## config.mk

```make
export PLATFORM = sky130hd
export DESIGN_NAME = trap_ctrl
export DESIGN_NICKNAME = d
export VERILOG_FILES = /design/src/rtl/cotm32_priv_pkg.sv /design/src/rtl/trap_irq_prio.sv /design/src/rtl/trap_ctrl.sv
export SDC_FILE = /design/constraint.sdc
export NUM_CORES = 1
export LEC_CHECK = 0
export CAP_MARGIN = 5
export CORE_AREA = 2 2 169 171
export DETAILED_ROUTE_END_ITERATION = 8
export DIE_AREA = 0 0 171 173
export SETUP_SLACK_MARGIN = 0.4
export SLEW_MARGIN = 15
export SYNTH_ARGS = -nofsm -noshare
export SYNTH_HDL_FRONTEND = slang
export SYNTH_SLANG_ARGS = --single-unit
```

## constraint.sdc

```tcl
create_clock -name i_clk -period 3.7 [get_ports i_clk]
set_clock_uncertainty 0.05 [all_clocks]
set_input_delay 0.37 -clock i_clk [delete_from_list [all_inputs] [get_ports i_clk]]
set_output_delay 0.37 -clock i_clk [all_outputs]
set_load 0.05 [all_outputs]
```

## src/rtl/cotm32_priv_pkg.sv

```systemverilog
// cotm32_priv_pkg: machine-mode privilege types and constants shared by the
// trap sequencing logic.
// Contents:
//   priv_mode_t        current privilege level
//   trap_cause_t       mcause layout (interrupt flag + code)
//   trap_ctrl_state_t  trap_ctrl FSM states
//   trap_kind_t        kind of event latched by trap_ctrl
//   IRQ_CODE_*         machine interrupt cause codes
//   *_BIT              mstatus / mie / mip bit positions
package cotm32_priv_pkg;

    typedef enum logic [1:0] {
        PRIV_U = 2'b00,
        PRIV_S = 2'b01,
        PRIV_M = 2'b11
    } priv_mode_t;

    typedef struct packed {
        logic        interrupt;
        logic [30:0] code;
    } trap_cause_t;

    typedef enum logic [1:0] {
        IDLE     = 2'd0,
        DRAIN    = 2'd1,
        COMMIT   = 2'd2,
        REDIRECT = 2'd3
    } trap_ctrl_state_t;

    typedef enum logic [1:0] {
        EXC  = 2'd0,
        IRQ  = 2'd1,
        MRET = 2'd2
    } trap_kind_t;

    localparam logic [3:0] IRQ_CODE_MEI = 4'd11;
    localparam logic [3:0] IRQ_CODE_MSI = 4'd3;
    localparam logic [3:0] IRQ_CODE_MTI = 4'd7;

    // mie/mip enable and pending bits share positions
    localparam int MEI_BIT         = 11;
    localparam int MSI_BIT         = 3;
    localparam int MTI_BIT         = 7;
    localparam int MSTATUS_MIE_BIT = 3;

endpackage

```

## src/rtl/trap_irq_prio.sv

```systemverilog
// trap_irq_prio: combinational machine-interrupt arbiter.
// Ports:
//   i_mstatus, i_mie, i_mip  live CSR values
//   i_priv_mode              current privilege level
//   o_irq_pend               an enabled interrupt is pending and globally allowed
//   o_irq_code               code of the highest-priority pending interrupt
// Priority: MEI > MSI > MTI.
module trap_irq_prio
    import cotm32_priv_pkg::*;
#(
    parameter int XLEN = 32
) (
    input  logic [XLEN-1:0] i_mstatus,
    input  logic [XLEN-1:0] i_mie,
    input  logic [XLEN-1:0] i_mip,
    input  priv_mode_t      i_priv_mode,
    output logic            o_irq_pend,
    output logic [3:0]      o_irq_code
);

    logic [XLEN-1:0] pending;
    logic            global_en;
    logic            unused_bits;

    assign unused_bits = ^{i_mstatus, i_mie, i_mip};

    always_comb begin
        pending   = i_mie & i_mip;
        // Below M-mode, machine interrupts are taken regardless of mstatus.MIE
        global_en = i_mstatus[MSTATUS_MIE_BIT] || (2'(i_priv_mode) < 2'(PRIV_M));

        o_irq_code = 4'd0;
        if (pending[MEI_BIT])      o_irq_code = IRQ_CODE_MEI;
        else if (pending[MSI_BIT]) o_irq_code = IRQ_CODE_MSI;
        else if (pending[MTI_BIT]) o_irq_code = IRQ_CODE_MTI;

        o_irq_pend = global_en && (pending[MEI_BIT] || pending[MSI_BIT] || pending[MTI_BIT]);
    end

endmodule

```

## src/rtl/trap_ctrl.sv

```systemverilog
// trap_ctrl: sequences M-mode trap entry and MRET around csr_file.
// Latches one event in IDLE (exception > MRET > interrupt), flushes, waits for
// the pipeline to drain (bounded by DRAIN_MAX), pulses the csr_file strobe,
// then presents a single fetch redirect until accepted.
// Ports:
//   i_clk, i_rst_n                 clock, async active-low reset
//   i_exc_valid/cause/tval/pc      synchronous exception from execute
//   i_mret                         MRET retiring
//   i_irq_pc                       mepc value for interrupts
//   i_priv_mode                    current privilege level
//   i_mstatus/mie/mip/mtvec/mepc   live csr_file values
//   i_pipe_drained                 no older instruction in flight
//   i_redirect_ready               fetch accepts redirect
//   o_flush                        1-cycle kill of younger instructions
//   o_stall                        front-end hold while sequencing
//   o_trap_req / o_trap_mret       csr_file strobes
//   o_trap_cause/tval/pc           csr_file operands for o_trap_req
//   o_redirect_valid/pc            fetch redirect
//   o_drain_timeout                sticky: drain bound expired
// Build option: define TRAP_CTRL_VECTORED_EN to honour mtvec vectored mode
// for interrupts; otherwise every trap targets the mtvec base.
module trap_ctrl
    import cotm32_priv_pkg::*;
#(
    parameter int XLEN      = 32,
    parameter int DRAIN_MAX = 15
) (
    input  logic            i_clk,
    input  logic            i_rst_n,
    input  logic            i_exc_valid,
    input  logic [XLEN-1:0] i_exc_cause,
    input  logic [XLEN-1:0] i_exc_tval,
    input  logic [XLEN-1:0] i_exc_pc,
    input  logic            i_mret,
    input  logic [XLEN-1:0] i_irq_pc,
    input  priv_mode_t      i_priv_mode,
    input  logic [XLEN-1:0] i_mstatus,
    input  logic [XLEN-1:0] i_mie,
    input  logic [XLEN-1:0] i_mip,
    input  logic [XLEN-1:0] i_mtvec,
    input  logic [XLEN-1:0] i_mepc,
    input  logic            i_pipe_drained,
    input  logic            i_redirect_ready,
    output logic            o_flush,
    output logic            o_stall,
    output logic            o_trap_req,
    output logic            o_trap_mret,
    output logic [XLEN-1:0] o_trap_cause,
    output logic [XLEN-1:0] o_trap_tval,
    output logic [XLEN-1:0] o_trap_pc,
    output logic            o_redirect_valid,
    output logic [XLEN-1:0] o_redirect_pc,
    output logic            o_drain_timeout
);

    localparam logic [7:0] DRAIN_LAST = 8'(DRAIN_MAX - 1);

    trap_ctrl_state_t state, state_next;
    trap_kind_t       kind;
    logic [XLEN-1:0]  cause, tval, pc, redirect_pc, target, base;
    logic [7:0]       drain_cnt;
    logic             drain_last, flush, timeout, event_any;
    logic             irq_pend;
    logic [3:0]       irq_code;
    logic [XLEN-1:0]  irq_cause;

    trap_irq_prio #(.XLEN(XLEN)) u_prio (
        .i_mstatus   (i_mstatus),
        .i_mie       (i_mie),
        .i_mip       (i_mip),
        .i_priv_mode (i_priv_mode),
        .o_irq_pend  (irq_pend),
        .o_irq_code  (irq_code)
    );

    assign irq_cause  = {1'b1, {(XLEN-5){1'b0}}, irq_code};
    assign event_any  = i_exc_valid || i_mret || irq_pend;
    // Counter holds the number of DRAIN cycles already spent, so this is the
    // DRAIN_MAX-th cycle
    assign drain_last = (drain_cnt == DRAIN_LAST);

    // Redirect target, evaluated with mtvec/mepc as seen in COMMIT
    assign base = {i_mtvec[XLEN-1:2], 2'b00};
`ifdef TRAP_CTRL_VECTORED_EN
    always_comb begin
        if (kind == MRET)
            target = i_mepc;
        else if (kind == IRQ && i_mtvec[1:0] == 2'b01)
            target = base + {cause[XLEN-3:0], 2'b00};
        else
            target = base;
    end
`else
    logic unused_bits;
    assign unused_bits = ^i_mtvec[1:0];
    assign target = (kind == MRET) ? i_mepc : base;
`endif

    always_ff @(posedge i_clk or negedge i_rst_n) begin
        if (!i_rst_n) state <= IDLE;
        else          state <= state_next;
    end

    always_comb begin
        state_next = state;
        case (state)
            IDLE:     if (event_any) state_next = DRAIN;
            DRAIN:    if (i_pipe_drained || drain_last) state_next = COMMIT;
            COMMIT:   state_next = REDIRECT;
            REDIRECT: if (i_redirect_ready) state_next = IDLE;
            default:  state_next = IDLE;
        endcase
    end

    always_comb begin
        o_stall          = (state != IDLE);
        o_trap_req       = (state == COMMIT) && (kind != MRET);
        o_trap_mret      = (state == COMMIT) && (kind == MRET);
        o_redirect_valid = (state == REDIRECT);
        o_flush          = flush;
        o_trap_cause     = cause;
        o_trap_tval      = tval;
        o_trap_pc        = pc;
        o_redirect_pc    = redirect_pc;
        o_drain_timeout  = timeout;
    end

    always_ff @(posedge i_clk or negedge i_rst_n) begin
        if (!i_rst_n) begin
            kind        <= EXC;
            cause       <= '0;
            tval        <= '0;
            pc          <= '0;
            redirect_pc <= '0;
            drain_cnt   <= '0;
            flush       <= 1'b0;
            timeout     <= 1'b0;
        end else begin
            flush <= 1'b0;
            case (state)
                IDLE: begin
                    drain_cnt <= '0;
                    flush     <= event_any;
                    if (i_exc_valid) begin
                        kind  <= EXC;
                        cause <= i_exc_cause;
                        tval  <= i_exc_tval;
                        pc    <= i_exc_pc;
                    end else if (i_mret) begin
                        kind  <= MRET;
                        cause <= '0;
                        tval  <= '0;
                        pc    <= '0;
                    end else if (irq_pend) begin
                        kind  <= IRQ;
                        cause <= irq_cause;
                        tval  <= '0;
                        pc    <= i_irq_pc;
                    end
                end
                DRAIN: begin
                    drain_cnt <= drain_cnt + 8'd1;
                    if (!i_pipe_drained && drain_last) timeout <= 1'b1;
                end
                COMMIT:   redirect_pc <= target;
                default:  ;
            endcase
        end
    end

endmodule

```

---- After elaboration in Yosys (flattened, before gate mapping) ----
Index checks and enable logic that the tools add are counted.
storage, ports and cells
  bits in registers ....................... 142
  output and inout bits ................... 134
cells by class
  order comparisons ....................... 1
  multiplexer cells ....................... 22
  bitwise logic cells ..................... 1
  $add $sub $neg .......................... 1
  equality and inequality tests ........... 9
  reductions and logical operators ........ 18
operators with widths
  kind                                                  count
  2-to-1 mux 32 bit                                     10
  case mux 8 bit (2 select lines)                       1
  AND 12 bit                                            1
  2-to-1 mux 2 bit                                      6
  adder 8 x 1 -> 8 bit (second input constant)          1
  equality test 8 x 4 -> 1 bit (second input constant)  1
  2-to-1 mux 4 bit                                      2
  != test 2 bit (second input constant)                 4
  case mux 2 bit (4 select lines)                       1
  equality test 2 bit (second input constant)           3
  logical OR 1 bit                                      6
  logical AND 1 bit                                     4
  AND reduction 2 bit                                   2
  nonzero test 2 bit                                    2
  2-to-1 mux 3 bit                                      1
  AND reduction 3 bit                                   1
  nonzero test 3 bit                                    1
  equality test 2 x 1 -> 1 bit (second input constant)  1
  logical NOT 2 bit                                     1
  less-than comparator 2 bit (second input constant)    1
  logical NOT 1 bit                                     1
  2-to-1 mux 1 bit                                      1

---- Depth between registers and ports, before layout ----
  depth after elaboration ................. 7
  depth in mapped cells ................... 9
  depth with buffers taken out ............ 6

---- By module ----
Synthesis repeated with hierarchy kept, for this count alone.
second synthesis, totals
  cells, all modules ...................... 645
  area, all modules ....................... 6,155.9 um^2
by module, submodules not included
  module         cells an instance  instances  area each (um^2)
  trap_ctrl      637                1          6,102.1
  trap_irq_prio  8                  1          53.8

---- Worst setup path after synthesis ----
Ideal clock, no wire load.
  kind .................................... reg-to-output
  start ................................... register state[0]
  end ..................................... output port o_trap_req
  required time ........................... 3.280 ns
  data arrival time ....................... 1.675 ns
  slack ................................... 1.605 ns
  buffers on the path ..................... 1
  cell stages (with the launch flop) ...... 5
  path through ............................ dfrtp_1 inv_1 ha_1 clkbuf_1 nor2b_1
on the way
  cells in the longest elaborated chain, start to end .. 2
ends and longest elaborated chain
  what                    RTL line          text
  from (decl)             trap_ctrl.sv:58   trap_ctrl_state_t state, state_next;
  from (signal assigned)  trap_ctrl.sv:101  else state <= state_next;
  equality test 2 bit     trap_ctrl.sv:117  o_trap_req = (state == COMMIT) && (kind != MRET);
  logical AND 1 bit       trap_ctrl.sv:117
  to (decl)               trap_ctrl.sv:46   output logic o_trap_req,
Every way passes these cells.

---- Final worst setup path ----
Same ends and word-level chain as after synthesis.

==> out/results.ini <==
[floorplan]
initial_core_util_pct = 22.79
rows = 61
die_x_microns = 171
die_area_sq_um = 29580
ios = 430
die_h_microns = 173
core_sq_um = 27630

[synthesis]
ys_top_cells_by_count = nand2_1 (198), dfrtp_1 (142), o21ai_0 (69)
synth_nets = 938
synth_enable_flop_cells = 0
ys.flop_type = dfrtp_1
synth_most_common_cell = nand2_1
ys_ff_latch = 142
synth_top_area_share_pct = 56.44
avgSynthCellArea_sq_um = 9.899
netlist_instances = 636
synth_top_cell_by_area = dfrtp_1
ys_async_sr_fraction_pct = 100.0
synth_cell_types = 41
synth_area_leaders = dfrtp_1 (56%), nand2_1 (12%), a22oi_2 (5.8%), o21ai_0 (5.5%), mux2i_1 (5.1%)
yosysWarnings = 0
yosysSeqAreaShare_pct = 56.44
syn-cell-area_sq_um = 6296

[clock_network]
root_buffer = clkbuf_16
cts_tree = yes
insertion_delay_ps = 410
clkTransAtPathRegs_ps = 60
clockBufferDepth = 2
ctsResizeCount = 0
cts_htree_levels = 4
cts_buffers = 17
clock-sinks = 142

[sta]
period_share_pct = 77.50
rsz0062_at_grt = false
tightest_slew_ps = 1018
hold_ws_ps = 309.4
tns_ps = 0
hold_violations = 0
setup_violations = 0
relSlewSlack_pct = 32.14
fmax_ghz = 0.3487
drv_slew = 0
min_period_ps = 2868

[worst_setup_path]
cp_slowest_cell = clkdlybuf4s50_1
arrival_ps = 2450
end_kind = output port
path_class = flop to output port
cp_cell_sequence = inv_1 -> ha_2 -> nor2b_1 -> clkdlybuf4s50_1
start_kind = flop
crit_fanout = 30
cp_data_required_time_ps = 3280
slowest_delay_ps = 800
r2r_slack_ps = 1110

[cells_and_area]
num_antenna_cells = 0
synthToLayoutAreaGrowth_pct = 68.94
regArea_sq_um = 3553
fillers = 2781
multiInputGateArea_sq_um = 2489
nets = 1260
layout-drive-gt1-share_pct = 7.843

[power]
powerDensity_nw_per_um2 = 879.5
cellLeakagePower_nw = 4.471
vdd_ir_drop_max_mv = 0.3425

[status]
status = finished clean

[global_routing]
grt_pass1_wl_microns = 30970
grtUsageTotal_pct = 13.44
antenna_found_initial = 1
grt.overflow.total = 0
first_global_vias = 5596
grt_max_degree = 106

[routing]
totalWireLength_microns = 20420
wl_per_cell_microns = 15.16
drcViolationCount = 0
drt_pass1_iterations = 6
viasPerCell = 4.146
antenna_left = 0
vias = 5585
drtIter0Drc = 203

[placement]
gp_congestion = 0.7493
portBuffers = 338
dp_hpwl_microns = 14880

[worst_hold_path]
min_path_type = primary input to flop

[job]
max_cap_violations = 0

final cells by class:
class	count	share of cell area, %
tap	378	4.447
clock inverter	12	1.517
multi-input combinational	441	23.40
clock buffer	18	4.129
sequential	142	33.41
timing repair buffer	347	32.78
inverter	9	0.3176
cell usage in the layout (no fill, tap or decap), types with 5 or more instances in the layout:
master,instances
clkdlybuf4s50_1,336
nand2_1,198
dfrtp_1,142
o21ai_0,69
nor2_1,36
mux2i_1,32
a21oi_1,31
a22oi_2,29
clkbuf_16,17
inv_1,9
nand3_1,5
ha_1,5
buf_4,5
power by group:
| group | internal [mW] | switching [mW] |
|---|---|---|
| sequential | 2.16 | 0.320 |
| clock | 1.08 | 0.701 |
| combinational | 1.70 | 3.40 |
| total | 4.94 | 4.42 |
per-stage QoR:
| stage | worst slack [ps] | instances | cell area (sq um) | power (mW) | utilization [%] |
|---|---|---|---|---|---|
| 2_1_floorplan | 1605 | 636 | 6296 | 5.845 | - |
| 3_3_place_gp | 1103 | 1316 | 10030 | 7.620 | 36.29 |
| 3_5_place_dp | 1048 | 1316 | 10030 | 7.667 | 36.29 |
| 4_1_cts | 784.9 | 1347 | 10640 | 9.498 | 38.50 |
| 5_1_grt | 631.3 | 1347 | 10640 | 9.928 | 38.50 |
| 6_report | 832.4 | 1347 | 10640 | 9.355 | 38.50 |
timing repair:
action,in CTS,in global routing
hold buffers,1,0
hold endpoints to repair,43,0
setup buffers,0,0
worst paths after layout:
path                       depth (start not counted)         endpoint          start
setup / recovery                                   4       o_trap_req       state[0]
hold / removal                                     3   o_trap_tval[2]    i_exc_valid
setup reg to reg                                   7    o_trap_pc[14]       state[0]
hold reg to reg                                    2    o_trap_pc[25]  o_trap_pc[25]
max in group asynchronous                          3   o_trap_tval[7]        i_rst_n
min in group asynchronous                          2  o_trap_cause[7]        i_rst_n
per-layer routing:
metal / track usage [%] / routed length, microns
met1: 16.33 / 8690
met2: 21.37 / 9195
met3: 6.134 / 2235
met4: 3.814 / 279
met5: 0 / 13
worst max-delay path: cells and delay by family (launching register included):
kind / cells / cell delay, ps
buffers and inverters: 2 / 900
adders and majority gates: 1 / 520
DFF: 1 / 420
and+or+nand+nor: 1 / 190
cells by family (layout without fill, tap and decap cells):
group | after synthesis | in the layout | synth area share, %
xor+xnor | 4 | 4 | 0.5565
fa+ha+maj | 6 | 6 | 1.192
flops | 142 | 142 | 56.44
simple gates | 252 | 252 | 16.06
compound gates | 146 | 146 | 16.10
mux | 33 | 33 | 5.266
buf+inv | 53 | 386 | 4.392
state kept, by name, indices dropped and copies added (netlist names):
signal and flops:
state 2, o_trap_cause 32, kind 2, drain_cnt 8
o_trap_tval 32, o_flush 1, o_trap_pc 32, o_drain_timeout 1
o_redirect_pc 32
Power figures use the tool's default switching activity.
